[config.mk]
export PLATFORM = sky130hd
export DESIGN_NAME = simon
export DESIGN_NICKNAME = d
export VERILOG_FILES = /design/src/rtl/simon.sv
export SDC_FILE = /design/constraint.sdc
export NUM_CORES = 1
export LEC_CHECK = 0
export CORE_MARGIN = 2
export CORE_UTILIZATION = 50
export CTS_CLUSTER_DIAMETER = 40
export DETAILED_ROUTE_END_ITERATION = 16
export GPL_TIMING_DRIVEN = 1
export PLACE_DENSITY = 0.72
export SLEW_MARGIN = 20
export SYNTH_ARGS = -nofsm -noshare
export SYNTH_HDL_FRONTEND = slang
export SYNTH_SLANG_ARGS = --single-unit
[constraint.sdc]
create_clock -name pclk -period 7.27 [get_ports pclk]
set_input_delay 0.727 -clock pclk [delete_from_list [all_inputs] [get_ports pclk]]
set_output_delay 0.727 -clock pclk [all_outputs]
set_load 0.01 [all_outputs]
[src/rtl/simon.sv]
// Simon memory game: stores a growing sequence of player patterns, plays it
// back on the LEDs, then checks the player's repeat of the whole sequence.
module simon #(
    parameter int unsigned MEM_DEPTH = 64,
    parameter int unsigned PAT_W     = 4
) (
    input  logic             pclk,
    input  logic             rst,
    input  logic             level,
    input  logic [PAT_W-1:0] pattern,
    output logic [PAT_W-1:0] pattern_leds,
    output logic [2:0]       mode_leds
);

    localparam int unsigned CNT_W = $clog2(MEM_DEPTH + 1);
    localparam int unsigned IDX_W = $clog2(MEM_DEPTH);

    // State encodings double as the mode LED patterns.
    typedef enum logic [2:0] {
        S_INPUT    = 3'b001,
        S_PLAYBACK = 3'b010,
        S_REPEAT   = 3'b100,
        S_DONE     = 3'b111
    } state_t;

    state_t           state;
    logic [CNT_W-1:0] count;
    logic [IDX_W-1:0] idx;
    logic [PAT_W-1:0] mem [MEM_DEPTH];

    logic             valid;
    logic             full;
    logic             last;
    logic [PAT_W-1:0] stored;

    always_comb begin
        valid  = !level || $onehot(pattern);
        full   = (count == CNT_W'(MEM_DEPTH));
        last   = (CNT_W'(idx) == (count - CNT_W'(1)));
        stored = mem[idx];
    end

    // Sequence memory: written only when INPUT accepts a pattern; untouched by reset.
    always_ff @(posedge pclk) begin
        if (rst && (state == S_INPUT) && valid && !full) begin
            mem[count[IDX_W-1:0]] <= pattern;
        end
    end

    // Game state machine.
    always_ff @(posedge pclk) begin
        if (!rst) begin
            state <= S_INPUT;
            count <= '0;
            idx   <= '0;
        end else begin
            case (state)
                S_INPUT: begin
                    if (valid && !full) begin
                        count <= count + CNT_W'(1);
                        idx   <= '0;
                        state <= S_PLAYBACK;
                    end
                end
                S_PLAYBACK: begin
                    if (last) begin
                        idx   <= '0;
                        state <= S_REPEAT;
                    end else begin
                        idx <= idx + IDX_W'(1);
                    end
                end
                S_REPEAT: begin
                    if (pattern != stored) begin
                        idx   <= '0;
                        state <= S_DONE;
                    end else if (last) begin
                        idx   <= '0;
                        state <= S_INPUT;
                    end else begin
                        idx <= idx + IDX_W'(1);
                    end
                end
                S_DONE: begin
                    // Keeps cycling the stored sequence until reset.
                    if (last) begin
                        idx <= '0;
                    end else begin
                        idx <= idx + IDX_W'(1);
                    end
                end
                default: begin
                    state <= S_INPUT;
                    count <= '0;
                    idx   <= '0;
                end
            endcase
        end
    end

    always_comb begin
        mode_leds = state;
        if ((state == S_INPUT) || (state == S_REPEAT)) begin
            pattern_leds = pattern;
        end else begin
            pattern_leds = stored;
        end
    end

endmodule

==> reports/qor.yml, run 1 <==
clock_latency_ns: 0.51
antenna_found_initial: 0
layout_common_cells: "edfxtp_1, nor2_1, nand2_1, mux2i_1, mux4_2"
via_count: 6862
grt_overflow: 0
dieArea_um2: 24970
p_int_mw: 2.876
endpoint_kind: "output port"
cts_setup_buffers: 0
grt_max_degree: 67
firstDrtPassIters: 7
wire_per_inst_um: 24.28
max_slew_margin_pct: 37.97
layout_worst_path_cycle_share_pct: 66.52
synth_flop_cell: "edfxtp_1"
grt_pass1_vias: 6970
power_density_nw_per_um2: 278.6
cts_hold_buf: 0
clock_skew_ns: 0.01080
initialDrtViolationCount: 744
async_flop_share_pct: 0
cts_sinks: 278
drc: 0
gp_congestion: 0.9157
path_cells: "buf_4, mux4_2, mux4_2, mux2i_1, nand2_1, o31ai_2, o21ai_0, clkdlybuf4s50_1"
synth_nets: 784
crit_path_max_incr_delay_ns: 0.81
cpLargestDelayFamily: "buffers and inverters"
htree_levels: 2
worst_pin_slew_ns: 0.9276
p_leak_nw: 4.108
synth_cells: 770
synth_warnings: 0
multi_input_area_um2: 3455
slowest_stage: "dfxtp_4"
core_area_um2: 23400
ant_nets: 0
layout-drive-gt1-share_pct: 15.74
die_y_um: 158.0
required_ns: 6.54
wl_um: 27340
switching_share_pct: 22.56
synth-seq-area-share_pct: 68.52
seqCellArea_um2: 8134
min_path_type: "reg -> reg"
ios: 14
synth_area_um2: 11860
path_buf_inv: 2
setup_tns_ns: 0
floorplan.initialDensity_pct: 50.69
rsz0062_at_grt: "false"
ir_drop_uv: 215.1
min_period_ns: 4.836
area_growth_pct: 12.38
status: "complete, no violations"
ys_seq_elements: 278
maxCapViolCount: 0
combPwrFrac_pct: 7.2
die_x_um: 158.0
portBuffers: 13
max_freq_ghz: 0.2068
rows: 56
worstPathArrival_ns: 4.11
routed_via_density: 6.094
path_max_fanout: 46
fin_cells: 1126
post-dp-hpwl_um: 17230
critPathLaunchType: "register"
cts_max_path_buffers: 3
yosysUniqueCellTypes: 58
switching_power_mw: 0.8379
worstSetupPathType: "reg -> out"
grt_pass1_wl_um: 41500
nNetsFinal: 797
slew_viol_final: 0
postSynthAreaPerCell_um2: 15.41
root_buffer: "clkbuf_16"
final-hold-violation-count: 0
p_seq_share_pct: 48.3
track_usage_pct: 22.64
cts_inserted_buffers: 34
fill_cells: 1791
synth_edf_count: 256
n_antenna_cell: 0
cpMostUsedCell: "mux4_2"
place_inst: 1066
mostFrequentLayoutCell: "edfxtp_1"
power.share.clock_pct: 44.5
finalSetupViolCount: 0
cts_tree: "yes"
clk_pin_slew_ns: 0.06
cts-resized-gates: 0
## sequential cells by signal, indices dropped and copies added (netlist names), named ones only
name	flops
count	7
mem	256
mode_leds	3
idx	6
## Yosys cell counts (all sizes together) (3+ instances only)
cell type,count,share of area (%)
nor3,11,0.46
a2111oi,4,0.46
xnor2,8,0.59
or3b,3,0.22
nand4,5,0.26
o31ai,4,0.30
nor2,95,3.0
a21boi,3,0.19
nand3b,3,0.19
mux2i,51,4.3
a32oi,3,0.22
and2,3,0.16
nand2,51,1.6
o41ai,3,0.28
or3,4,0.21
clkbuf,19,0.60
nand2b,9,0.47
a22oi,12,0.76
o21a,3,0.19
and3,4,0.21
edfxtp,256,65
a211oi,10,0.63
a22o,3,0.22
xor2,7,0.52
mux2,7,0.66
inv,15,0.47
mux4,43,8.2
a31oi,5,0.26
nand3,15,0.63
ha,6,0.63
a21oi,12,0.51
o21ai,14,0.59
dfxtp,22,3.7
o32ai,4,0.30
buf,25,1.3
nor2b,11,0.58
## layer usage
layer	track usage (%)	share of wire (%)
met1	29.98	40
met2	36.79	49
met3	4.106	7.6
met4	10.34	3.9
met5	0	0
## tightest hold or removal path, stage by stage (launching register included)
cell and delay [ns]:
dfxtp_1 0.35, inv_1 0.06, o32ai_1 0.07
## final cells by class
class / instances / area share (%)
Clock inverter: 17 / 1.192
Sequential cell: 278 / 61.01
Multi-Input combinational cell: 433 / 25.91
Inverter: 15 / 0.4223
Tap cell: 319 / 2.994
Clock buffer: 43 / 7.189
Timing Repair Buffer: 21 / 1.276
## worst paths after layout
path,slack [ns],end,cells past startpoint,startpoint
worst min-delay path,0.54,register,2,idx[5]
worst min register to register,0.54,register,2,idx[5]
worst max register to register,2.70,register,10,register
worst max-delay path,2.43,pattern_leds[3],8,register
## logic make-up after synthesis
logic type      Yosys count  synth area share, %
flops                   278                68.52
mux                     101                13.13
simple gates            221                8.501
fa+ha+maj                 7               0.8016
xor+xnor                 15                1.108
compound gates           89                5.538
buf+inv                  59                2.405
## power by group through the flow
stage / sequential, mW / combinational [mW] / clock (mW)
6_report: 1.79 / 0.268 / 1.65
5_1_grt: 1.79 / 0.289 / 1.73
4_1_cts: 1.79 / 0.266 / 1.67
3_5_place_dp: 1.82 / 0.265 / 0
3_3_place_gp: 1.82 / 0.256 / 0
2_1_floorplan: 1.80 / 0.192 / 0
## stage by stage
step	power [mW]	util (%)	setup slack (ns)	area [um2]	hold slack (ns)
2_1_floorplan	1.990	-	3.810	11860	0.4834
3_3_place_gp	2.079	52.17	2.828	12210	0.5096
3_5_place_dp	2.090	52.19	2.719	12210	0.5229
4_1_cts	3.725	56.97	2.405	13330	0.5361
5_1_grt	3.812	56.97	2.335	13330	0.5402
6_report	3.714	56.97	2.434	13330	0.5424
No activity file was read; power rests on OpenSTA's default activity.
==> run 2: changes to the inputs <==
==> constraint.sdc (replaced) <==
create_clock -name pclk -period 5.04 [get_ports pclk]
set_input_delay 0.504 -clock pclk [delete_from_list [all_inputs] [get_ports pclk]]
set_output_delay 0.504 -clock pclk [all_outputs]
set_load 0.01 [all_outputs]
==> reports/qor.yml, run 2 (same netlist as run 1, synthesis figures left out) <==
clock_skew_ns: 0.01776  # +0.006959 ns
layout_common_cells: "edfxtp_1, nor2_1, nand2_1, mux2i_1, mux4_2"
min_period_ns: 4.672
holdWs_ns: 0.3267  # -0.2157 ns
cpMostUsedCell: "o21ai_0"
worstPathArrival_ns: 5.01  # +0.90 ns
status: "complete, no violations"
final-hold-violation-count: 0  # unchanged
worstHoldStart: "pattern[2]"
layout-drive-gt1-share_pct: 15.93  # +0.19 points
cts_tree: "yes"
maxCapViolCount: 0  # unchanged
clk_pin_slew_ns: 0.06  # about the same
setup_tns_ns: 0  # unchanged
area_growth_pct: 12.72
floorplan.initialDensity_pct: 50.69  # unchanged
worst_pin_slew_ns: 0.8820  # -0.04560 ns
root_buffer: "clkbuf_16"
cts_max_path_buffers: 3  # unchanged
cts-resized-gates: 0  # unchanged
routed_via_density: 6.203  # +1.8%
via_count: 7003  # +2.1%
cpLargestDelayFamily: "compound AO/OA/AOI/OAI gates"
min_path_type: "in -> reg"
die_y_um: 158.0  # unchanged
regToRegSetupSlack_ns: 0.37  # -2.33 ns
grt_overflow: 0  # unchanged
mostFrequentLayoutCell: "edfxtp_1"
track_usage_pct: 23.48  # +0.84 points
initialDrtViolationCount: 803  # +7.9%
portBuffers: 13  # unchanged
finalSetupViolCount: 0  # unchanged
rsz0062_at_grt: "false"
path_max_fanout: 24  # -48%
p_leak_nw: 4.135  # +0.67%
crit_path_max_incr_delay_ns: 0.90  # +0.09 ns
worstSetupPathType: "reg -> reg"
cts_hold_buf: 0  # unchanged
core_area_um2: 23400  # unchanged
required_ns: 5.37  # -1.17 ns
rows: 56  # unchanged
die_x_um: 158.0  # unchanged
path_cells: "nor2b_2, a22oi_1, o21ai_0, o21ai_0, a2111oi_0, o21ai_0, a2111oi_4, a211oi_1, o32ai_1"
ir_drop_uv: 355.1  # +65%
endpoint_kind: "register"
drc: 0  # unchanged
htree_levels: 2  # unchanged
power_density_nw_per_um2: 403.4  # +45%
critPathLaunchType: "register"
wire_per_inst_um: 24.92  # +2.6%
cts_inserted_buffers: 34  # unchanged
grt_pass1_vias: 6971  # +0.014%
largest_reg_flops: 256  # unchanged
ios: 14  # unchanged
clock_latency_ns: 0.52  # about the same
cts_sinks: 278  # unchanged
grt_pass1_wl_um: 42900  # +3.4%
layout_worst_path_cycle_share_pct: 92.69
max_slew_margin_pct: 41.20  # +3.2 points
nNetsFinal: 799  # +0.25%
slew_viol_final: 0  # unchanged
slowest_stage: "a2111oi_4"
ant_nets: 0  # unchanged
path_buf_inv: 0  # -2
max_freq_ghz: 0.2141
n_antenna_cell: 0  # unchanged
firstDrtPassIters: 5  # -2
post-dp-hpwl_um: 17580  # +2.0%
antenna_found_initial: 0  # unchanged
cts_setup_buffers: 0  # unchanged
dieArea_um2: 24970  # unchanged
wl_um: 28130  # +2.9%
gp_congestion: 0.9168  # +0.12%
grt_max_degree: 67  # unchanged
[run 2: final timing paths]
check,depth (start not counted),to
worst min register to register,2,count[6]
worst min-delay path,1,mem[30][2]
worst max-delay path,9,idx[5]
worst max register to register,9,idx[5]
[run 2: report_power, final]
part           internal [mW]  leakage (nW)  switching (mW)
clock                   1.45         0.554           0.944
sequential              2.54          2.48          0.0542
combinational          0.159          1.10           0.249
[run 2: final cells by class]
class	count	area (um2)
Fill cell	1802	10030
Sequential cell	278	8134
Multi-Input combinational cell	433	3452
Clock buffer	43	948.4
Tap cell	319	399.1
Timing Repair Buffer	23	210.2
Clock inverter	18	171.4
Inverter	15	56.30
[run 2: per-layer routing]
metal  vias up  part of all wire (%)  track usage, %
li1       3017                     -               -
met1      3564                    41           32.32
met2       361                    49           38.57
met3        61                   7.2           3.860
met4         0                   2.9           7.722
met5         -                     0               0
[run 2: worst reg2reg max path: cells and delay by family, from the launching register on]
family | cells | cell delay, ns
compound gates | 8 | 3.16
simple gates | 1 | 0.56
flops | 1 | 0.79
[run 2: stage by stage]
stage | power [mW] | cell area, um2 | std cells | util [%] | setup WS [ns]
2_1_floorplan | 2.871 | 11860 | 770 | - | 1.803
3_3_place_gp | 3.027 | 12250 | 1068 | 52.34 | 0.4283
3_5_place_dp | 3.038 | 12250 | 1068 | 52.34 | 0.3332
4_1_cts | 5.415 | 13370 | 1129 | 57.13 | 0.2407
5_1_grt | 5.542 | 13370 | 1129 | 57.14 | 0.2117
6_report | 5.394 | 13370 | 1129 | 57.14 | 0.3684
==> run 3: changes to the inputs <==
==> constraint.sdc (replaced) <==
create_clock -name pclk -period 4.72 [get_ports pclk]
set_input_delay 0.472 -clock pclk [delete_from_list [all_inputs] [get_ports pclk]]
set_output_delay 0.472 -clock pclk [all_outputs]
set_load 0.01 [all_outputs]
==> reports/qor.yml, run 3 (same netlist as run 1, synthesis figures left out) <==
cts_tree: "yes"
worstPathArrival_ns: 4.14  # -0.87 ns
power_density_nw_per_um2: 432.3  # +7.2%
firstDrtPassIters: 5  # unchanged
mostFrequentLayoutCell: "edfxtp_1"
antenna_found_initial: 0  # unchanged
p_leak_nw: 4.174  # +0.93%
max_slew_margin_pct: 32.81  # -8.4 points
core_area_um2: 23400  # unchanged
maxCapViolCount: 0  # unchanged
grt_max_degree: 67  # unchanged
portBuffers: 13  # unchanged
worst_pin_slew_ns: 0.9824  # +0.1004 ns
floorplan.initialDensity_pct: 50.69  # unchanged
initialDrtViolationCount: 845  # +5.2%
die_y_um: 158.0  # unchanged
htree_levels: 2  # unchanged
via_count: 6876  # -1.8%
cts_inserted_buffers: 36  # +5.9%
routed_via_density: 6.032  # -2.8%
clk_pin_slew_ns: 0.05  # about the same
endpoint_kind: "output port"
max_freq_ghz: 0.2170
rows: 56  # unchanged
rsz0062_at_grt: "false"
cts_sinks: 278  # unchanged
grt_pass1_wl_um: 42110  # -1.8%
ir_drop_uv: 283.3  # -20%
nNetsFinal: 807  # +1.0%
root_buffer: "clkbuf_16"
gp_congestion: 0.9235  # +0.73%
clock_latency_ns: 0.52  # about the same
final-hold-violation-count: 0  # unchanged
area_growth_pct: 13.46
slew_viol_final: 0  # unchanged
grt_overflow: 0  # unchanged
status: "complete, no violations"
ios: 14  # unchanged
final_util_pct: 57.51  # +0.37 points
min_path_type: "reg -> reg"
n_antenna_cell: 0  # unchanged
layout_common_cells: "edfxtp_1, nor2_1, nand2_1, mux2i_1, mux4_2"
place_inst: 1074  # +0.56%
setup_tns_ns: 0  # unchanged
min_period_ns: 4.608
power_mw: 5.818  # +7.9%
clock_skew_ns: 0.01275  # -0.005014 ns
path_buf_inv: 2  # +2
cts_max_path_buffers: 3  # unchanged
drc: 0  # unchanged
fin_cells: 1140  # +0.97%
worstSetupPathType: "reg -> out"
layout-drive-gt1-share_pct: 17.17  # +1.2 points
required_ns: 4.25  # -1.12 ns
cts_hold_buf: 0  # unchanged
die_x_um: 158.0  # unchanged
grt_pass1_vias: 6870  # -1.4%
critPathLaunchType: "register"
ant_nets: 0  # unchanged
slowest_stage: "dfxtp_4"
wire_per_inst_um: 24.39  # -2.1%
layout_worst_path_cycle_share_pct: 97.62
cpLargestDelayFamily: "compound AO/OA/AOI/OAI gates"
track_usage_pct: 23.10  # -0.38 points
finalSetupViolCount: 0  # unchanged
path_cells: "buf_12, mux2_2, o22ai_1, o41ai_1, nand4_1, o31ai_1, nor2_1, a21oi_1, clkdlybuf4s50_1"
path_max_fanout: 48  # +100%
post-dp-hpwl_um: 17390  # -1.1%
crit_path_max_incr_delay_ns: 0.84  # -0.06 ns
largest_reg_flops: 256  # unchanged
dieArea_um2: 24970  # unchanged
wl_um: 27800  # -1.2%
==> run 3: cell count changes in the layout (fill, tap and decap cells not counted), moves of 2 or more <==
cell	change
buf_4	+6
clkbuf_1	-2
clkinv_2	-2
clkinvlp_4	+4
inv_6	+5
==> run 3: per-layer routing <==
metal	vias to the layer above	GRT usage, %	wire length, um
li1	3025	-	-
met1	3504	31.39	11460
met2	290	37.68	13690
met3	57	3.887	1763
met4	0	8.966	892
met5	-	0	0
==> run 3: area by class of cell <==
type                    count  area (um2)
fillers                  1814        9943
flip-flops and latches    278        8138
multi-input cells         433        3450
clock buffers              41       940.9
well taps                 319       399.1
repair buffers             29       255.2
clock inverters            25       220.2
inverters                  15       56.30
==> run 3: worst paths after layout <==
| check | from | end | slack [ns] | cells after the start |
|---|---|---|---|---|
| max | register | pattern_leds[0] | 0.11 | 9 |
| min | count[6] | count[6] | 0.54 | 2 |
| max reg2reg | register | idx[5] | 0.56 | 9 |
| min reg2reg | count[6] | count[6] | 0.54 | 2 |
==> run 3: stage by stage <==
| step | hold slack, ns | instance area (um2) | worst slack, ns |
|---|---|---|---|
| after floorplan | 0.4834 | 11860 | 1.515 |
| final | 0.5390 | 13460 | 0.1123 |
| after global placement | 0.5063 | 12290 | 0.5891 |
| after CTS | 0.5414 | 13460 | 0.08358 |
| after global routing | 0.5809 | 13460 | 0.01900 |
| after detailed placement | 0.5339 | 12290 | 0.5066 |
==> run 3: report_power, final <==
| group | internal (mW) | switching, mW |
|---|---|---|
| combinational | 0.175 | 0.263 |
| sequential | 2.71 | 0.0554 |
| clock | 1.57 | 1.05 |
| total | 4.45 | 1.37 |
==> run 3: timing repair <==
action,in CTS,in global routing
setup buffers,0,0
setup endpoints to repair,1,2
gates resized for setup,1,2
==> run 3: worst register-to-register path, cell delays in order (launching register included) <==
cell and delay (ns):
dfxtp_4 0.84, mux2_2 0.48, o21ai_0 0.16, o21ai_0 0.10, a2111oi_0 0.86, o21ai_0 0.33, a2111oi_4 0.42, buf_4 0.25
a211oi_1 0.10, o32ai_1 0.45
